**config.mk**
```make
export PLATFORM = sky130hd
export DESIGN_NAME = wide_diff_unit
export DESIGN_NICKNAME = d
export VERILOG_FILES = /design/src/rtl/wide_arith_pkg.sv /design/src/rtl/limb_sub.sv /design/src/rtl/wide_diff_unit.sv
export SDC_FILE = /design/constraint.sdc
export NUM_CORES = 1
export LEC_CHECK = 0
export ABC_AREA = 1
export CAP_MARGIN = 20
export CORE_MARGIN = 5
export CORE_UTILIZATION = 47
export DETAILED_ROUTE_END_ITERATION = 16
export PLACE_DENSITY = 0.77
export SLEW_MARGIN = 20
export SYNTH_ARGS = -nofsm -noshare
export SYNTH_HDL_FRONTEND = slang
export SYNTH_HIERARCHICAL = 1
export SYNTH_SLANG_ARGS = --single-unit
export TNS_END_PERCENT = 1
```
**constraint.sdc**
```tcl
create_clock -name clk -period 3.1 [get_ports clk]
set_input_delay 0.62 -clock clk [delete_from_list [all_inputs] [get_ports clk]]
set_output_delay 0.62 -clock clk [all_outputs]
set_load 0.05 [all_outputs]
```
**src/rtl/wide_arith_pkg.sv**
```systemverilog
// Shared types and defaults for the wide arithmetic datapath (adder/subtractor family).
package wide_arith_pkg;

  localparam int DEFAULT_WIDTH = 128;
  localparam int DEFAULT_LIMB  = 32;

  typedef enum logic [1:0] {
    IDLE = 2'd0,
    CALC = 2'd1,
    DONE = 2'd2
  } diff_state_e;

  // A single-limb configuration still needs a 1-bit index register.
  function automatic int limb_idx_width(input int nlimb);
    return (nlimb > 1) ? $clog2(nlimb) : 1;
  endfunction

endpackage

```
**src/rtl/limb_sub.sv**
```systemverilog
// One limb of ripple-borrow subtraction: {borrow_out, d} = s - a - borrow_in.
module limb_sub
  import wide_arith_pkg::*;
#(
  parameter int LIMB = DEFAULT_LIMB
) (
  input  logic [LIMB-1:0] s,
  input  logic [LIMB-1:0] a,
  input  logic            borrow_in,
  output logic [LIMB-1:0] d,
  output logic            borrow_out
);

  logic [LIMB:0] wide;

  // Zero-extending to LIMB+1 bits leaves the borrow in the top bit.
  always_comb begin
    wide       = {1'b0, s} - {1'b0, a} - {{LIMB{1'b0}}, borrow_in};
    d          = wide[LIMB-1:0];
    borrow_out = wide[LIMB];
  end

endmodule

```
**src/rtl/wide_diff_unit.sv**
```systemverilog
// Multi-cycle wide subtractor: diff = sum - addend, one limb per clock, LSB first.
// Optional simulation checker enabled by defining WIDE_DIFF_CHECK_EN.
module wide_diff_unit
  import wide_arith_pkg::*;
#(
  parameter int WIDTH = DEFAULT_WIDTH,
  parameter int LIMB  = DEFAULT_LIMB
) (
  input  logic             clk,
  input  logic             rst,
  input  logic             in_valid,
  output logic             in_ready,
  input  logic [WIDTH-1:0] sum_i,
  input  logic [WIDTH-1:0] addend_i,
  output logic             out_valid,
  input  logic             out_ready,
  output logic [WIDTH-1:0] diff_o,
  output logic             borrow_o
);

  localparam int NLIMB = WIDTH / LIMB;
  localparam int IDXW  = limb_idx_width(NLIMB);
  localparam logic [IDXW-1:0] LAST_IDX = IDXW'(NLIMB - 1);

  diff_state_e     state_q, state_d;
  logic [WIDTH-1:0] sum_q, addend_q, diff_q;
  logic [IDXW-1:0] idx_q;
  logic            carry_borrow_q;
  logic            borrow_q;

  logic [LIMB-1:0] s_limb, a_limb, d_limb;
  logic            b_next;
  logic            accept, last_limb;

  // Operand limbs are picked by the running index so a single limb_sub serves all limbs.
  always_comb begin
    s_limb = sum_q[int'(idx_q)*LIMB +: LIMB];
    a_limb = addend_q[int'(idx_q)*LIMB +: LIMB];
  end

  limb_sub #(.LIMB(LIMB)) u_limb_sub (
    .s          (s_limb),
    .a          (a_limb),
    .borrow_in  (carry_borrow_q),
    .d          (d_limb),
    .borrow_out (b_next)
  );

  always_comb begin
    in_ready  = (state_q == IDLE) && !rst;
    out_valid = (state_q == DONE);
    accept    = in_valid && in_ready;
    last_limb = (idx_q == LAST_IDX);
    state_d   = state_q;
    case (state_q)
      IDLE:    if (accept) state_d = CALC;
      CALC:    if (last_limb) state_d = DONE;
      DONE:    if (out_ready) state_d = IDLE;
      default: state_d = IDLE;
    endcase
  end

  always_ff @(posedge clk) begin
    if (rst) state_q <= IDLE;
    else     state_q <= state_d;
  end

  // Datapath registers; diff/borrow hold until the next transaction's first CALC edge.
  always_ff @(posedge clk) begin
    if (rst) begin
      sum_q          <= '0;
      addend_q       <= '0;
      diff_q         <= '0;
      borrow_q       <= 1'b0;
      idx_q          <= '0;
      carry_borrow_q <= 1'b0;
    end else begin
      case (state_q)
        IDLE: begin
          if (accept) begin
            sum_q          <= sum_i;
            addend_q       <= addend_i;
            idx_q          <= '0;
            carry_borrow_q <= 1'b0;
          end
        end
        CALC: begin
          diff_q[int'(idx_q)*LIMB +: LIMB] <= d_limb;
          carry_borrow_q                   <= b_next;
          if (last_limb) begin
            borrow_q <= b_next;
            idx_q    <= '0;
          end else begin
            idx_q <= idx_q + IDXW'(1);
          end
        end
        default: ;
      endcase
    end
  end

  assign diff_o   = diff_q;
  assign borrow_o = borrow_q;

`ifdef WIDE_DIFF_CHECK_EN
  logic [WIDTH-1:0] chk_sum;
  assign chk_sum = diff_q + addend_q;

  always @(posedge clk) begin
    if (!rst && out_valid && out_ready) begin
      assert (chk_sum == sum_q)
        else $error("wide_diff_unit: diff + addend != sum");
      assert (borrow_q == (addend_q > sum_q))
        else $error("wide_diff_unit: borrow does not match compare");
      $display("%0t wide_diff_unit: diff=%0d sum=%0d addend=%0d", $time, diff_q, sum_q, addend_q);
    end
  end
`endif

endmodule

```
==> impl_results.md <==
- Status: finished, violations left
- Failing checks: negative setup slack
- Buffers on Ports: 390
- Die H: 213.4 µm
- CTS Root Cell: clkbuf_16
- Worst-Margin Slew: 924.6 ps
- Global-route wire length before repair: 105.3 mm
- # DRC: 0
- Max-cap viol count: 0
- Pwr Density: 610.3 nW/µm²
- Clock transition at path regs: 60 ps
- Final GP Congestion: 0.9552
- Post-synth cell types: 33
- Hold crit path type: in -> reg
- Clock share of power: 29.6%
- Final-stage net count: 3572
- Ys async rst share: 0%
- Combinational power share: 37.6%
- Final Setup Violations: 43
- Cell taking the most area after synthesis: dfxtp_1
- CTS tree: built
- Synthesized area: 19450 µm²
- Worst path top cell family by delay: buffers and inverters
- Via count: 20830
- CP arrival: 3770 ps
- Final Core Density: 65.37%
- Worst Clk Skew: 17.92 ps
- Wirelength per Cell: 18.05 µm
- Synth Register Bits: 390
- Crit. End Element: register
- Max-slew violation count: 0
- Die ar.: 45560 µm²
- Hold Startpoint: rst
- I/O Pins: 391
- Crit path time final: 3304 ps
- Post-synth EDFFs: 0
- Hold Fails Final Rpt: 0
- Fin worst setup slack: -203.8 ps
- Max clock buf depth: 3
- Largest net degree at the start of global routing: 199
- Rows: 74
- Most frequent cells after synthesis: nand2_1, a21oi_1, dfxtp_1
- Routed vias/inst: 5.477
- RSZ-0062 raised after global routing: true
- Leakage: 10.78 nW
- Layout cell share with drive strength beyond 1: 13.43%
- Total power draw: 16.33 mW
- Syn_nets: 3173
- Total gr overflow: 0
- Slowest-stage cell, CP: dfxtp_4
- CTS Buf Count: 41
- Switching power share of the total: 35.01%
- DRT antenna net count: 0
- Worst skew pair latency: 560 ps
- Vias in the first global route: 19620
- Internal: 10.61 mW
- Slew margin rel.: 38.36%
- Worst Setup SP: idx_q[0]$_SDFFE_PP0P_
- Die width: 213.4 µm
- H-tree Lvls: 2
- Top post-synthesis cells by area: dfxtp_1, nand2_1, a21oi_1
- DR iter-0 viols: 2072
- Area grow syn2layout: 37.52%
- Worst r2r src: idx_q[0]$_SDFFE_PP0P_
- Setup WS pre-CTS: -362.1 ps
- Total GRT Usage: 28.84%
- Initial antenna violation count: 1
- Top-area cell type share of the netlist area: 40.14%
- CP peak stage delay: 450 ps
- F_max: 302.7 MHz
- CTS Hold Bufs: 0
- Count leader, synth: nand2_1
- # clock sinks: 390
- Yosys warning count: 6
- Crit path kind: reg -> reg
- Ys flop type: dfxtp_1
- Flop pwr share: 32.7%
- Sequential-to-total area share from yosys stat: 40.14%
- Critical Path Start Type: register
- Worst vdd rail ir drop: 389.6 µV
- Placeable Area: 40920 µm²
- DP HPWL: 50.04 mm
- DRT Pass-1 Iters: 6
- Cells after synthesis: 2843
- Worst-path fanout max: 24
- Initial core utilization: 47.53%
- WL final: 68.65 mm
- Setup tns final: -3057 ps
- Final Cycle Share: 106.6%
- Worst-path cell chain: buf_8 -> buf_4 -> o21ai_0 -> o22ai_2 -> ha_1 -> inv_1 -> ha_4 -> nand2_2 -> inv_2 -> nand2_1 -> inv_1 -> a21oi_2 -> nand2_2 -> buf_4 -> xor2_4 -> buf_4 -> nand2_1 -> inv_2 -> nand2_1 -> a21oi_1
- Mapped Avg Cell Area: 6.842 µm²
- P_sw: 5.717 mW
- CP required: 3560 ps
- Critical path buffers and inverters: 8
[per-stage QoR]
| step | std cells | hold slack [ps] | cell area, µm² |
|---|---|---|---|
| after floorplan | 2843 | 440.0 | 19460 |
| after global placement | 3717 | 448.8 | 24450 |
| final | 3803 | 368.9 | 26750 |
| after CTS | 3799 | 343.2 | 26510 |
| after detailed placement | 3717 | 453.3 | 24460 |
| after global routing | 3802 | 371.0 | 26750 |
[cell usage in the layout (no fill, tap or decap), types with 19 or more instances in the layout]
| cell | count |
|---|---|
| buf_12 | 19 |
| inv_2 | 22 |
| o22ai_1 | 48 |
| dfxtp_1 | 388 |
| a21oi_1 | 392 |
| nand2_1 | 684 |
| inv_1 | 237 |
| nand3_1 | 299 |
| nor2_1 | 170 |
| o21ai_0 | 105 |
| nand2_2 | 55 |
| nand4_1 | 34 |
| clkbuf_16 | 43 |
| ha_1 | 45 |
| clkdlybuf4s50_1 | 387 |
| nor2_2 | 32 |
| o21ai_1 | 24 |
| ha_4 | 21 |
| buf_4 | 141 |
[power by group through the flow]
stage               Combinational [mW]  Sequential [mW]  Clock (mW)
floorplan                         2.99             5.56           0
global placement                  5.24             5.44           0
detailed placement                5.30             5.44           0
CTS                               5.81             5.34        4.88
global route                      6.73             5.36        5.09
finish                            6.14             5.35        4.84
[registers in the layout, summed over array words and instances (netlist names)]
name and count:
sum_q 128, idx_q 2, state_q 2, borrow_o 1, addend_q 128, diff_o 128
carry_borrow_q 1
[path summary, 6_finish.rpt]
kind / slack [ps] / endpoint / depth (start not counted)
worst max register to register: -200 / diff_o[110]$_SDFFE_PP0P_ / 20
worst max-delay path: -200 / diff_o[110]$_SDFFE_PP0P_ / 20
worst min register to register: 460 / sum_q[55]$_SDFFE_PP0P_ / 2
worst min-delay path: 370 / sum_q[117]$_SDFFE_PP0P_ / 2
[area by class of cell]
cell class | count | area, µm²
Antenna cell | 1 | 2.502
Timing Repair inverter | 1 | 8.758
Multi-Input combinational cell | 1984 | 10370
Clock inverter | 14 | 131.4
Tap cell | 532 | 665.6
Inverter | 261 | 989.7
Clock buffer | 57 | 1179
Fill cell | 3474 | 14170
Timing Repair Buffer | 563 | 5593
Sequential cell | 390 | 7815
[cells by family after synthesis]
| kind of cell | synth area share [%] |
|---|---|
| AOI/OAI and AO/OA | 16.04 |
| xor gates and xnor gates | 0.7204 |
| adders and majority gates | 4.580 |
| buffers and inverters | 10.28 |
| DFF | 40.14 |
| and+or+nand+nor | 28.24 |
[per-layer routing]
| layer | track usage, % | routed length, µm | share of wire, % |
|---|---|---|---|
| met5 | 0 | 0 | 0 |
| met4 | 13.62 | 3496 | 5.1 |
| met3 | 3.614 | 5411 | 7.9 |
| met2 | 46.61 | 31510 | 46 |
| met1 | 38.64 | 28230 | 41 |
[repair_timing]
| item | in CTS | in global routing |
|---|---|---|
| cloned | 5 | 0 |
| endpoints found under the setup margin | 98 | 115 |
| pin swaps | 25 | 17 |
| buffers inserted | 7 | 3 |
| resized for setup | 141 | 63 |
(Power assumes the default switching activity.)
